===== src/rtl/ucie_pkg.sv =====
// Shared UCIe PHY training types: command encodings, responder states and status bit indices.
package ucie_pkg;

    typedef enum logic [7:0] {
        PHY_CMD_NONE     = 8'h00,
        PHY_CMD_SBINIT   = 8'h01,
        PHY_CMD_MBINIT   = 8'h02,
        PHY_CMD_CAL      = 8'h03,
        PHY_CMD_TRAIN    = 8'h04,
        PHY_CMD_LINKINIT = 8'h05,
        PHY_CMD_REPAIR   = 8'h06
    } phy_train_cmd_e;

    typedef enum logic [1:0] {
        PHY_RESP_RESET = 2'd0,
        PHY_RESP_IDLE  = 2'd1,
        PHY_RESP_RUN   = 2'd2,
        PHY_RESP_DONE  = 2'd3
    } phy_resp_state_e;

    localparam int PHY_STS_MB_RDY      = 0;
    localparam int PHY_STS_CAL_DONE    = 1;
    localparam int PHY_STS_TRAIN_DONE  = 2;
    localparam int PHY_STS_LINK_RDY    = 3;
    localparam int PHY_STS_REPAIR_DONE = 4;
    localparam int PHY_STS_REPAIR_FAIL = 5;
    localparam int PHY_STS_STALL_TO    = 6;
    localparam int PHY_STS_BUSY        = 7;

    // Status bits [6:0] invalidated when a step starts: a step voids its own result and every
    // later bring-up stage that depended on it; a stale stall timeout is always dropped.
    function automatic logic [6:0] phy_entry_clear(input logic [7:0] cmd);
        logic [6:0] mask;
        mask = 7'b100_0000;
        case (cmd)
            PHY_CMD_MBINIT:   mask = 7'b100_1111;
            PHY_CMD_CAL:      mask = 7'b100_1110;
            PHY_CMD_TRAIN:    mask = 7'b100_1100;
            PHY_CMD_LINKINIT: mask = 7'b100_1000;
            PHY_CMD_REPAIR:   mask = 7'b111_0000;
            default:          mask = 7'b100_0000;
        endcase
        return mask;
    endfunction

endpackage


===== src/rtl/ucie_lane_repair_calc.sv =====
// Combinational lane-repair evaluation: which in-use lanes newly failed and whether the repair budget covers them.
module ucie_lane_repair_calc #(
    parameter int NUM_LANES  = 16,
    parameter int MAX_REPAIR = 2
) (
    input  logic [NUM_LANES-1:0]         lane_error,
    input  logic [NUM_LANES-1:0]         lane_map,
    output logic [NUM_LANES-1:0]         newly_failed,
    output logic [$clog2(NUM_LANES+1)-1:0] fail_count,
    output logic                         pass
);

    localparam int CNT_W = $clog2(NUM_LANES + 1);

    always_comb begin
        newly_failed = lane_error & lane_map;
        fail_count   = '0;
        for (int i = 0; i < NUM_LANES; i++) begin
            fail_count = fail_count + CNT_W'(newly_failed[i]);
        end
        pass = (int'(fail_count) <= MAX_REPAIR);
    end

endmodule


===== src/rtl/ucie_phy_train_responder.sv =====
// PHY training responder: decodes adapter commands, times each training step and reports status.
// Optional feature macro: UCIE_PHY_RESP_STALL_LIMIT_EN (abort a step after STALL_LIMIT busy cycles).
module ucie_phy_train_responder
    import ucie_pkg::*;
#(
    parameter int NUM_LANES       = 16,
    parameter int TIMER_W         = 16,
    parameter int SBINIT_CYCLES   = 64,
    parameter int MBINIT_CYCLES   = 32,
    parameter int CAL_CYCLES      = 256,
    parameter int TRAIN_CYCLES    = 1024,
    parameter int LINKINIT_CYCLES = 32,
    parameter int REPAIR_CYCLES   = 512,
    parameter int MAX_REPAIR      = 2,
    parameter int STALL_LIMIT     = 4096
) (
    input  logic                 clk,
    input  logic                 rst_n,
    input  logic                 phy_reset_req,
    output logic                 phy_reset_ack,
    input  logic [7:0]           phy_train_cmd,
    output logic [7:0]           phy_train_status,
    input  logic                 analog_busy,
    input  logic [NUM_LANES-1:0] lane_error,
    output logic [NUM_LANES-1:0] lane_map,
    output logic [1:0]           resp_state,
    output logic                 cmd_err
);

    localparam int CNT_W = $clog2(NUM_LANES + 1);

    phy_resp_state_e      state;
    phy_train_cmd_e       run_cmd;
    logic [7:0]           cmd_q;
    logic [TIMER_W-1:0]   timer;
    logic [TIMER_W-1:0]   dur_m1;
    logic [6:0]           sts;
    logic [NUM_LANES-1:0] err_q;
    logic [NUM_LANES-1:0] newly_failed;
    logic [CNT_W-1:0]     fail_count;
    logic                 repair_pass;
    logic                 cmd_legal;
    logic                 new_cmd;
`ifdef UCIE_PHY_RESP_STALL_LIMIT_EN
    localparam int STALL_W = $clog2(STALL_LIMIT + 1);
    logic [STALL_W-1:0]   stall_cnt;
`endif

    ucie_lane_repair_calc #(
        .NUM_LANES  (NUM_LANES),
        .MAX_REPAIR (MAX_REPAIR)
    ) u_repair_calc (
        .lane_error   (err_q),
        .lane_map     (lane_map),
        .newly_failed (newly_failed),
        .fail_count   (fail_count),
        .pass         (repair_pass)
    );

    assign cmd_legal = (phy_train_cmd >= 8'h01) && (phy_train_cmd <= 8'h06);
    assign new_cmd   = cmd_legal && (phy_train_cmd != cmd_q);

    // NOTE: every variable written in always_comb gets a default first, or a latch is inferred.
    always_comb begin
        dur_m1 = TIMER_W'(SBINIT_CYCLES - 1);
        case (run_cmd)
            PHY_CMD_MBINIT:   dur_m1 = TIMER_W'(MBINIT_CYCLES - 1);
            PHY_CMD_CAL:      dur_m1 = TIMER_W'(CAL_CYCLES - 1);
            PHY_CMD_TRAIN:    dur_m1 = TIMER_W'(TRAIN_CYCLES - 1);
            PHY_CMD_LINKINIT: dur_m1 = TIMER_W'(LINKINIT_CYCLES - 1);
            PHY_CMD_REPAIR:   dur_m1 = TIMER_W'(REPAIR_CYCLES - 1);
            default:          dur_m1 = TIMER_W'(SBINIT_CYCLES - 1);
        endcase
    end

    // NOTE: sequential state uses non-blocking assignments only, so every register sees pre-edge values.
    always_ff @(posedge clk) begin
        if (!rst_n) begin
            state         <= PHY_RESP_RESET;
            run_cmd       <= PHY_CMD_NONE;
            cmd_q         <= '0;
            timer         <= '0;
            sts           <= '0;
            err_q         <= '0;
            lane_map      <= '1;
            phy_reset_ack <= 1'b0;
            cmd_err       <= 1'b0;
`ifdef UCIE_PHY_RESP_STALL_LIMIT_EN
            stall_cnt     <= '0;
`endif
        end else begin
            if (phy_train_cmd > 8'h06) cmd_err <= 1'b1;

            if (phy_reset_req) begin
                state         <= PHY_RESP_RESET;
                cmd_q         <= '0;
                timer         <= '0;
                sts           <= '0;
                lane_map      <= '1;
                phy_reset_ack <= 1'b0;
`ifdef UCIE_PHY_RESP_STALL_LIMIT_EN
                stall_cnt     <= '0;
`endif
            end else if (state == PHY_RESP_RESET) begin
                state <= PHY_RESP_IDLE;
            end else begin
                cmd_q <= phy_train_cmd;
                if (new_cmd) begin
                    // Start (or abort and restart) a step on the new command.
                    state   <= PHY_RESP_RUN;
                    run_cmd <= phy_train_cmd_e'(phy_train_cmd);
                    timer   <= '0;
                    sts     <= sts & ~phy_entry_clear(phy_train_cmd);
                    if (phy_train_cmd == PHY_CMD_SBINIT) phy_reset_ack <= 1'b0;
                    if (phy_train_cmd == PHY_CMD_REPAIR) err_q <= lane_error;
`ifdef UCIE_PHY_RESP_STALL_LIMIT_EN
                    stall_cnt <= '0;
`endif
                end else if (phy_train_cmd == PHY_CMD_NONE) begin
                    if (state != PHY_RESP_IDLE) state <= PHY_RESP_IDLE;
                end else if (state == PHY_RESP_RUN) begin
                    if (!analog_busy) begin
`ifdef UCIE_PHY_RESP_STALL_LIMIT_EN
                        stall_cnt <= '0;
`endif
                        if (timer == dur_m1) begin
                            state <= PHY_RESP_DONE;
                            case (run_cmd)
                                PHY_CMD_SBINIT:   phy_reset_ack <= 1'b1;
                                PHY_CMD_MBINIT:   sts[PHY_STS_MB_RDY]     <= 1'b1;
                                PHY_CMD_CAL:      sts[PHY_STS_CAL_DONE]   <= 1'b1;
                                PHY_CMD_TRAIN:    sts[PHY_STS_TRAIN_DONE] <= 1'b1;
                                PHY_CMD_LINKINIT: sts[PHY_STS_LINK_RDY]   <= 1'b1;
                                PHY_CMD_REPAIR: begin
                                    if (repair_pass) begin
                                        lane_map                 <= lane_map & ~newly_failed;
                                        sts[PHY_STS_REPAIR_DONE] <= 1'b1;
                                    end else begin
                                        sts[PHY_STS_REPAIR_FAIL] <= 1'b1;
                                    end
                                end
                                default: ;
                            endcase
                        end else begin
                            timer <= timer + 1'b1;
                        end
                    end
`ifdef UCIE_PHY_RESP_STALL_LIMIT_EN
                    else if (stall_cnt == STALL_W'(STALL_LIMIT - 1)) begin
                        sts[PHY_STS_STALL_TO] <= 1'b1;
                        state                 <= PHY_RESP_IDLE;
                    end else begin
                        stall_cnt <= stall_cnt + 1'b1;
                    end
`endif
                end
            end
        end
    end

    assign phy_train_status = {state == PHY_RESP_RUN, sts};
    assign resp_state       = state;

endmodule


===== config.mk =====
export PLATFORM = sky130hd
export DESIGN_NAME = ucie_phy_train_responder
export DESIGN_NICKNAME = d
export VERILOG_FILES = /design/src/rtl/ucie_pkg.sv /design/src/rtl/ucie_lane_repair_calc.sv /design/src/rtl/ucie_phy_train_responder.sv
export SDC_FILE = /design/constraint.sdc
export NUM_CORES = 1
export LEC_CHECK = 0
export ABC_AREA = 1
export CAP_MARGIN = 20
export CORE_ASPECT_RATIO = 0.8
export CORE_UTILIZATION = 25
export DETAILED_ROUTE_END_ITERATION = 6
export HOLD_SLACK_MARGIN = 0.06
export PLACE_DENSITY_LB_ADDON = 0.2
export SYNTH_ARGS = -nofsm -noshare
export SYNTH_HDL_FRONTEND = slang
export SYNTH_SLANG_ARGS = --single-unit

===== constraint.sdc =====
create_clock -name clk -period 10.9 [get_ports clk]
set_clock_uncertainty 0.15 [all_clocks]
set_input_delay 2.18 -clock clk [delete_from_list [all_inputs] [get_ports clk]]
set_output_delay 2.18 -clock clk [all_outputs]
set_load 0.03 [all_outputs]

## Word level (Yosys, flattened, before mapping)

Index checks and enable logic that the tools add are counted.

- $add $sub $neg: 16
- Magnitude comparators: 4
- Equal/unequal tests: 25
- Muxes and demuxes: 37
- Bitwise logic cells: 11
- Reductions and logical operators: 34

Operators by type and width:

| kind | count |
|---|---|
| 16-bit two-way mux | 5 |
| 5-bit by 1-bit adder with 5-bit output | 14 |
| 8-bit by 3-bit == test with 1-bit output (second input constant) | 6 |
| 10-bit one-hot mux with 4 select lines | 1 |
| 16-bit bitwise AND | 2 |
| 8-bit by 2-bit == test with 1-bit output (second input constant) | 4 |
| 6-bit two-way mux | 5 |
| 6-bit one-hot mux with 5 select lines | 1 |
| 7-bit two-way mux | 4 |
| 6-bit AND reduction | 4 |
| 7-bit AND reduction | 3 |
| 2-bit nonzero test | 9 |
| 16-bit by 1-bit adder with 16-bit output (second input constant) | 1 |
| 16-bit == test | 1 |
| 8-bit by 1-bit == test with 1-bit output (second input constant) | 2 |
| 16-bit NOT | 1 |
| 1-bit two-way mux | 14 |
| 2-bit two-way mux | 7 |
| 4-bit AND reduction | 3 |
| 8-bit by 1-bit greater-or-equal comparator with 1-bit output (second input constant) | 1 |
| 8-bit by 3-bit > comparator with 1-bit output (second input constant) | 1 |
| 8-bit by 3-bit <= comparator with 1-bit output (second input constant) | 1 |
| 8-bit zero test | 1 |
| 2-bit by 1-bit inequality test with 1-bit output (second input constant) | 4 |
| other kinds (22) | 32 |

- Flip-flop bits (word level): 75
- Bits of input ports: 28
- Word-level logic and storage cells: 143

## Logic depth before layout (Yosys ltp)

Gate-level depths: netlist of run 1.

- Depth in word-level cells: 24
- Mapped depth: 23

## Modules after synthesis

A second synthesis of run 1 with hierarchy kept.

- Cell total of the unflattened synthesis: 610
- Area total of the unflattened synthesis: 4184.0 um^2

Modules (own cells, without submodules):

| module | instances | cells each | area an instance (um^2) |
|---|---|---|---|
| ucie_phy_train_responder | 1 | 531 | 3674.8 |
| ucie_lane_repair_calc | 1 | 79 | 509.2 |

## Least setup slack after synthesis of run 1

OpenSTA, ideal clock, no wires.

- Kind: reg-to-reg
- Start: register lane_map[1]
- End: register lane_map[0]
- Arrival time: 4.773 ns
- Required time: 10.624 ns
- Setup slack: 5.851 ns
- Cell stages (with the launch flop): 23
- Buffers on the path: 1
- Cell sequence: dfxtp_1 > nand2_1 > inv_1 > ha_1 > fa_1 > inv_1 > fa_1 > fa_1 > fa_1 > inv_1 > fa_1 > fa_1 > nand2_1 > nand2_1 > inv_1 > nand2_1 > nor2_1 > inv_1 > nor3_1 > nand3b_4 > buf_2 > o21ai_1 > nand2_1

- Longest elaborated chain between the ends: 18

Ends and longest elaborated chain:

| what | line | source |
|---|---|---|
| start, declared | ucie_phy_train_responder.sv:25 | `output logic [NUM_LANES-1:0] lane_map,` |
| start signal, assigned | ucie_phy_train_responder.sv:136 | `lane_map <= lane_map & ~newly_failed;` |
| 16-bit bitwise AND | ucie_lane_repair_calc.sv:16 | `newly_failed = lane_error & lane_map;` |
| 1-bit by 1-bit adder with 2-bit output | ucie_lane_repair_calc.sv:19 | `fail_count = fail_count + CNT_W'(newly_failed[i]);` |
| 5-bit by 1-bit adder with 5-bit output (14 in a row) | ucie_lane_repair_calc.sv:19 |  |
| 5-bit by 2-bit <= comparator with 1-bit output | ucie_lane_repair_calc.sv:21 | `pass = (int'(fail_count) <= MAX_REPAIR);` |
| 8-bit AND reduction (no line) | - |  |

No other way between the ends.
A chain may end at the register's enable or synchronous reset.

## Final worst setup path of run 1

- Start: register lane_map[1]
- End: register lane_map[10]

Same word-level chain as after synthesis.

==> results of run 1 <==
## logic make-up after synthesis
| kind of cell | synth area share (%) |
|---|---|
| adders and majority gates | 6.74 |
| and+or+nand+nor | 29.2 |
| buffers and inverters | 10.8 |
| xor gates and xnor gates | 3.86 |
| other | 0.0919 |
| DFF | 36.3 |
| AOI/OAI and AO/OA | 13.0 |
## report_power, final
group	switching [mW]	total (mW)	internal, mW	leakage (nW)
combinational	0.0196	0.0347	0.0151	1.14
sequential	0.00120	0.273	0.272	0.598
clock	0.114	0.311	0.198	0.151
## stage by stage
step,cells,hold slack [ns]
final,836,0.313
after global routing,836,0.330
after floorplan,571,0.287
after CTS,836,0.316
after detailed placement,821,0.305
after global placement,821,0.300
## per-layer routing
layer	share of wire, %	GRT usage (%)	vias to the layer above
met5	0	0	-
met4	0.88	4.56	0
met3	5.3	4.39	8
met2	44	21.4	68
met1	50	18.2	1648
li1	-	-	1919
## path summary, 6_finish.rpt
| check | slack (ns) | cells after the start | endpoint |
|---|---|---|---|
| worst max-delay path | 5.74 | 21 | lane_map[10] |
| worst min-delay path | 0.31 | 2 | run_cmd[4] |
| worst max register to register | 5.74 | 21 | lane_map[10] |
| worst min register to register | 0.31 | 2 | run_cmd[4] |
## cells in the final DEF (no fill, tap or decap), types with 2 or more instances in the layout
master / instances
nor2_2: 6
nand2_4: 3
nand3_1: 29
clkdlybuf4s50_1: 54
xor2_1: 10
nor2_4: 2
inv_4: 2
dfxtp_1: 74
ha_1: 6
inv_2: 2
clkinv_1: 2
a21oi_1: 45
bufinv_16: 2
clkinv_2: 3
fa_1: 10
nor2_1: 54
nand2_1: 131
inv_1: 71
clkbuf_16: 9
nor3_1: 20
xnor2_1: 8
nand4_1: 9
o21ai_0: 26
nand2_2: 4
o21ai_1: 24
## state kept, by name, summed over array words and instances, names as in the netlist
name and cells:
run_cmd 8, resp_state 2, phy_reset_ack 1, sts 6
cmd_q 8, cmd_err 1, timer 16, err_q 16
lane_map 16
## cell type report
cell class / count / area [µm²] / share of cell area, %
clock inverters: 6 / 82.6 / 1.63
repair buffers: 55 / 548 / 10.8
well taps: 215 / 269 / 5.31
clock buffers: 9 / 225 / 4.45
flip-flops and latches: 74 / 1480 / 29.3
multi-input cells: 400 / 2160 / 42.7
inverters: 77 / 294 / 5.81
## worst max-delay path: stages (launching register included)
cell and delay (ns):
dfxtp_1 0.32, nand2_1 0.06, inv_1 0.04, ha_1 0.30, fa_1 0.49, inv_1 0.06, fa_1 0.56, fa_1 0.43
fa_1 0.49, inv_1 0.05, fa_1 0.40, fa_1 0.44, nand2_1 0.07, nand2_1 0.05, inv_1 0.05, nand2_1 0.04
nor2_1 0.14, inv_1 0.08, nor3_1 0.27, nand3b_4 0.25, o21ai_0 0.23, nand2_1 0.06
==> qor.txt, run 1 <==
WL per Instance - 12.5 µm
Yosys top cell by area - dfxtp_1
total power - 0.619 mW
Power Dens Cells - 122 nW/µm²
Hold-fix buffers, CTS - 0
grt ovf - 0
worst hold path type - flop to flop
post-layout min period - 5.16 ns
prevailing post-synth register cell - dfxtp_1
gpl congestion - 0.798
Layout Utilization - 31.9%
H-tree Lvls - 3
max_slew headroom - 49.5%
Design Area, Final - 5060 µm²
Die Height - 116 µm
Yosys Warn Count - 0
post-synthesis async set-or-reset flop share - 0%
CP Launch Type - flop
Slew Limit Fails - 0
sequential fraction of the synthesis area - 36.3%
max cap viols - 0
CTS Buf Count - 9
most numerous cell in the Yosys netlist - nand2_1
vias in the first global route - 3605
largest net degree at the start of global routing - 33
I/O pin total - 56
unrepaired setup endpoints after global routing - false
PostCTS Resize Cnt - 0
Syn Std Cell Area - 4080 µm²
Synth top cells by count - 131 x nand2_1, 74 x dfxtp_1, 71 x inv_1
Setup violations, final - 0
WP data required - 10.97 ns
Layout area overhead - 24.1%
#FFs+latches synth - 74
CORE AREA - 15900 µm²
Reg clk slew, reported paths - 0.06 ns
clk_lat worst skew - 0.34 ns
share of cells above drive strength 1 - 6.60%
final worst slack - 5.74 ns
initial antenna violation count - 0
Port Buffer Count - 54
Initial DRC Count - 145
Final #Nets - 661
total track usage - 13.8%
critical path type - flop to flop
drt drc - 0
Reg-to-Reg Start - lane_map[1]
share of the synthesized area in the top cell type - 36.3%
Synth Instances - 571
Hold Vio Cnt, Final - 0
CTS tree - yes
Fmax - 0.194 GHz
syn nets - 615
diodes inserted - 0
largest cells by area after synthesis - dfxtp_1 36%, nand2_1 12%, inv_1 6.5%
outcome - finished, final reports clean
Synth cell types - 38
number of cell rows - 41
area post-placement - 4760 µm²
Crit path arrival time - 5.23 ns
DR vias - 3643
total setup buffers inserted after CTS - 0
Final ANT Viol Nets - 0
number of synthesized flops with an enable pin - 0
DP HPWL - 7.84 mm
DRT Pass-1 Iters - 5
Period Utilization, post-route - 47.3%
peak supply drop - 69.9 µV
HP Start - run_cmd[4]
worst setup path start - lane_map[1]
number of fill cells in the layout - 1701
pre-CTS setup slack - 5.68 ns
Die W - 145 µm
first-pass GRT wire length - 17.8 mm
Mean Syn Cell Area - 7.15 µm²
clk sinks - 74
crit end category - flop
Max Fanout on Critical Path - 16
clk root buf - clkbuf_16
Vias/cell - 4.36
worst slew pin tran - 0.755 ns
DRT Wirelength - 10.5 mm
setup TNS after final layout - 0 ns
clock buffer depth - 2
static leakage - 1.89 nW
Die ar. - 16800 µm²
effective utilization at floorplan - 25.7%
No activity file was read; power rests on OpenSTA's default activity.
==> run 2: changes to the inputs <==
Clock period 10.9 ns to 4.5 ns, I/O delays scaled along.
==> run 2 against run 1 <==
  * The run now ends with setup timing left
  * Global-route usage up 0.46 points
  * Worst setup slack got worse by 6.1 ns
  * Fmax rose by 5.2%
  * Critical path depth rose by 1
  * Largest cell class unchanged
  * Largest power group unchanged
  * Highest routed layer unchanged
==> qor.txt, run 2 (same netlist as run 1, synthesis figures left out) <==
number of fill cells in the layout - 1676
initial antenna violation count - 0
CTS Buf Count - 9
Port Buffer Count - 54
Min Hold Slack - 0.310 ns
grt ovf - 0
Vias/cell - 4.43
Power Dens Cells - 289 nW/µm²
CP Launch Type - flop
clk sinks - 74
Slew Limit Fails - 0
effective utilization at floorplan - 25.7%
Reg clk slew, reported paths - 0.06 ns
CTS tree - yes
clock buffer depth - 2
registers with the most flip-flops - err_q (16), lane_map (16), timer (16)
Reg-to-Reg Start - lane_map[1]
HP Start - run_cmd[4]
gpl congestion - 0.804
worst slew pin tran - 0.596 ns
final worst slack - -0.404 ns
max cap viols - 0
I/O pin total - 56
Die ar. - 16800 µm²
DRT Wirelength - 11.0 mm
peak supply drop - 199 µV
Initial DRC Count - 167
clk_lat worst skew - 0.35 ns
Final ANT Viol Nets - 0
slowest stage cell, crit path - fa_1
H-tree Lvls - 3
CORE AREA - 15900 µm²
diodes inserted - 0
Period Utilization, post-route - 109%
Reg2Reg Setup Slack - -0.40 ns
unrepaired setup endpoints after global routing - true
Cell Chain, Critical Path - nand2_2, inv_2, ha_4, fa_1, inv_1, fa_1, fa_1, fa_1, inv_2, fa_2, fa_1, nand2_1, nand2_1, inv_1, nand2_1, nor2_2, inv_2, nor3_4, buf_6, nand3b_4, o21ai_2, nand2_1
WP data required - 4.57 ns
number of cell rows - 41
Worst Hold End - run_cmd[4]
Hold-fix buffers, CTS - 0
worst stage delay on the critical path - 0.50 ns
total track usage - 14.3%
DRT Pass-1 Iters - 5
DP HPWL - 7.82 mm
largest net degree at the start of global routing - 33
CP top delay family - adder cells
commonest non-fill, non-tap cell in the layout - nand2_1
first-pass GRT wire length - 18.3 mm
Crit path arrival time - 4.97 ns
Die W - 145 µm
most frequent cells in the layout - 125 x nand2_1, 70 x dfxtp_1, 67 x inv_1
clk root buf - clkbuf_16
failing checks - setup timing
Layout area overhead - 30.7%
R2R depth - 22
pre-CTS setup slack - -0.502 ns
reg2reg end - lane_map[4]
Seq. cell area - 1490 µm²
total power - 1.54 mW
vias in the first global route - 3691
Hold Vio Cnt, Final - 0
DR vias - 3781
share of cells above drive strength 1 - 14.1%
static leakage - 1.98 nW
outcome - finished with violations
Max Fanout on Critical Path - 8
WL per Instance - 12.9 µm
Top cell by count, worst path - fa_1
drt drc - 0
hold path depth - 2
post-layout min period - 4.90 ns
Die Height - 116 µm
area of the multi-input gates - 2290 µm²
Critical path buffers and inverters - 6
worst hold path type - flop to flop
max_slew headroom - 60.1%
Final #Nets - 677
Setup violations, final - 18
Fmax - 0.204 GHz
critical path type - flop to flop
crit end category - flop
-- run 2: report_power, final --
group / switching (mW) / leakage [nW] / total (mW) / internal [mW]
sequential: 0.00291 / 0.598 / 0.660 / 0.657
clock: 0.307 / 0.156 / 0.797 / 0.490
combinational: 0.0484 / 1.22 / 0.0855 / 0.0371
total: 0.358 / 1.98 / 1.54 / 1.18
-- run 2: repair_timing --
item | 4_1_cts | 5_1_grt
setup endpoints to repair | 18 | 18
setup buffers | 0 | 2
gates resized for setup | 11 | 28
cloned | 1 | 0
pin swaps | 5 | 13
-- run 2: layout make-up --
type                            instances  area share [%]
Multi-Input combinational cell        401            42.9
Inverter                               77            5.51
Sequential cell                        74            28.0
Tap cell                              215            5.04
Clock inverter                          7            1.92
Clock buffer                            9            4.22
Timing Repair Buffer                   70            12.5
-- run 2: layer usage --
layer	up-vias	GRT usage, %	share of wire, %
li1	1957	-	-
met1	1733	19.8	53
met2	83	21.5	41
met3	8	3.57	4.8
met4	0	5.05	1.2
met5	-	0	0
-- run 2: stage by stage --
step / cells / instance area, µm² / setup TNS (ns) / utilization (%)
3_5_place_dp: 834 / 4870 / -8.18 / 30.7
2_1_floorplan: 571 / 4100 / -3.00 / -
5_1_grt: 853 / 5340 / -10.40 / 33.7
3_3_place_gp: 834 / 4870 / -6.49 / 30.7
6_report: 853 / 5340 / -6.48 / 33.7
4_1_cts: 851 / 5240 / -7.87 / 33.0
-- run 2: how the worst max path moves through the flow --
stage	from	to	slack, ns	depth (start not counted)
2_1_floorplan	lane_map[1]	lane_map[13]	-0.22	22
3_3_place_gp	lane_map[1]	lane_map[8]	-0.40	21
3_5_place_dp	lane_map[1]	lane_map[8]	-0.50	21
4_1_cts	lane_map[1]	lane_map[7]	-0.47	21
5_1_grt	lane_map[1]	lane_map[2]	-0.63	22
6_report	lane_map[1]	lane_map[4]	-0.40	22
-- run 2: tightest hold or removal path: stages, from the launching register on --
cell	delay, ns
dfxtp_1	0.31
inv_1	0.06
nor3_1	0.05
==> run 3: changes to the inputs <==
Settings changed: CORE_UTILIZATION 25 to 50, CTS_CLUSTER_SIZE set to 30.
==> run 3 against run 2 <==
  * Fmax is 0.63% higher
  * The run still ends with setup timing left
  * Design area is 4.7% lower
  * Critical endpoint is now lane_map[14]
  * Register-to-register slack better by 0.03 ns
  * Critical path depth stayed put
==> qor.txt, run 3 (same netlist as run 1, synthesis figures left out) <==
total power - 1.27 mW
WL per Instance - 13.1 µm
failing checks - setup timing
Max Fanout on Critical Path - 8
pre-CTS setup slack - -0.540 ns
effective utilization at floorplan - 51.6%
max_slew headroom - 60.1%
largest net degree at the start of global routing - 33
Die W - 103 µm
Setup violations, final - 18
outcome - finished with violations
Die ar. - 8530 µm²
Die Height - 82.8 µm
gpl congestion - 0.923
WP data required - 4.58 ns
CORE AREA - 7910 µm²
CP Launch Type - flop
Reg-to-Reg Start - lane_map[0]
Crit path arrival time - 4.95 ns
DRT Pass-1 Iters - 5
Port Buffer Count - 54
static leakage - 1.94 nW
Critical path buffers and inverters - 6
share of cells above drive strength 1 - 13.6%
total track usage - 24.9%
post-layout min period - 4.87 ns
Initial DRC Count - 186
clk root buf - clkbuf_8
diodes inserted - 0
H-tree Lvls - 3
Period Utilization, post-route - 108%
critical path type - flop to flop
hold path depth - 2
Reg clk slew, reported paths - 0.09 ns
slowest stage cell, crit path - fa_1
crit end category - flop
Cell Chain, Critical Path - nand2_1, inv_1, ha_4, fa_1, inv_1, fa_1, fa_1, fa_1, inv_2, fa_2, fa_1, nand2_1, nand2_1, inv_1, nand2_1, nor2_2, inv_2, nor3_4, buf_6, nand3b_4, o21ai_1, nand2_1
first-pass GRT wire length - 16.8 mm
Worst Hold End - lane_map[3]
initial antenna violation count - 0
worst slew pin tran - 0.595 ns
commonest non-fill, non-tap cell in the layout - nand2_1
Fmax - 0.205 GHz
number of cell rows - 29
Reg2Reg Setup Slack - -0.37 ns
CTS Buf Count - 9
Hold Vio Cnt, Final - 0
I/O pin total - 56
most frequent cells in the layout - 125 x nand2_1, 70 x dfxtp_1, 68 x inv_1
Hold-fix buffers, CTS - 0
worst setup path start - lane_map[0]
reg2reg end - lane_map[14]
CP top delay family - adder cells
max cap viols - 0
placed insts - 725
Layout Utilization - 64.3%
R2R depth - 22
worst hold path type - flop to flop
final worst slack - -0.373 ns
worst stage delay on the critical path - 0.50 ns
clk sinks - 74
HP Start - lane_map[3]
peak supply drop - 162 µV
unrepaired setup endpoints after global routing - true
Min Hold Slack - 0.314 ns
DRT Wirelength - 9.77 mm
CTS tree - yes
clk_lat worst skew - 0.35 ns
Slew Limit Fails - 0
non-filler instance count after layout - 747
grt ovf - 0
drt drc - 0
Vias/cell - 5.14
Power Dens Cells - 249 nW/µm²
clock buffer depth - 2
Final ANT Viol Nets - 0
DP HPWL - 6.87 mm
registers with the most flip-flops - err_q (16), lane_map (16), timer (16)
Layout area overhead - 24.6%
vias in the first global route - 3720
Final #Nets - 678
DR vias - 3839
run 3: cell types whose count changed in the layout (fill, tap and decap cells not counted), moves of 2 or more:
| cell | delta |
|---|---|
| clkbuf_16 | -9 |
| clkbuf_8 | +9 |
| clkinv_4 | -2 |
| nand2_2 | -2 |
| nand2_4 | +2 |
| o21ai_1 | +4 |
| o21ai_2 | -4 |
run 3: repair_timing:
action | 4_1_cts | 5_1_grt
pin swaps | 14 | 7
setup buffers | 4 | 1
setup endpoints to repair | 18 | 18
gates cloned | 1 | 0
resized for setup | 23 | 15
run 3: cell type report:
type	count	area, µm²
clock inverter	7	76.3
fill	746	2830
sequential	74	1490
inverter	77	294
clock buffer	9	124
timing repair buffer	71	676
multi-input combinational	401	2290
tap	108	135
run 3: routing by layer:
metal / up-vias / share of wire [%] / GRT usage (%)
met3: 12 / 5.5 / 5.05
met4: 0 / 1.5 / 6.79
met2: 113 / 46 / 39.3
met5: - / 0 / 0
met1: 1769 / 47 / 34.5
li1: 1945 / - / -
run 3: per-stage QoR:
step | cell area (µm²) | TNS [ns]
detailed placement | 4720 | -8.83
floorplan | 4100 | -3.00
CTS | 5020 | -7.45
global route | 5080 | -10.02
finish | 5080 | -6.42
global placement | 4720 | -5.79
run 3: report_power, final:
part / leakage (nW) / switching [mW] / internal [mW] / total (mW)
Sequential: 0.598 / 0.00258 / 0.656 / 0.659
Clock: 0.0962 / 0.263 / 0.260 / 0.523
Combinational: 1.24 / 0.0468 / 0.0371 / 0.0839
run 3: worst max path at each step:
stage / to / slack (ns) / cells after the start
final: lane_map[14] / -0.37 / 22
after CTS: lane_map[13] / -0.44 / 22
after floorplan: lane_map[13] / -0.22 / 22
after detailed placement: lane_map[13] / -0.54 / 21
after global routing: lane_map[15] / -0.58 / 22
after global placement: lane_map[9] / -0.36 / 21
run 3: worst register-to-register path, stage by stage (launching register included):
cell	delay [ns]
dfxtp_4	0.35
nand2_1	0.04
inv_1	0.08
ha_4	0.20
fa_1	0.48
inv_1	0.05
fa_1	0.50
fa_1	0.43
fa_1	0.51
inv_2	0.04
fa_2	0.36
fa_1	0.44
nand2_1	0.09
nand2_1	0.07
inv_1	0.07
nand2_1	0.06
nor2_2	0.11
inv_2	0.06
nor3_4	0.15
buf_6	0.14
nand3b_4	0.15
o21ai_1	0.17
nand2_1	0.06
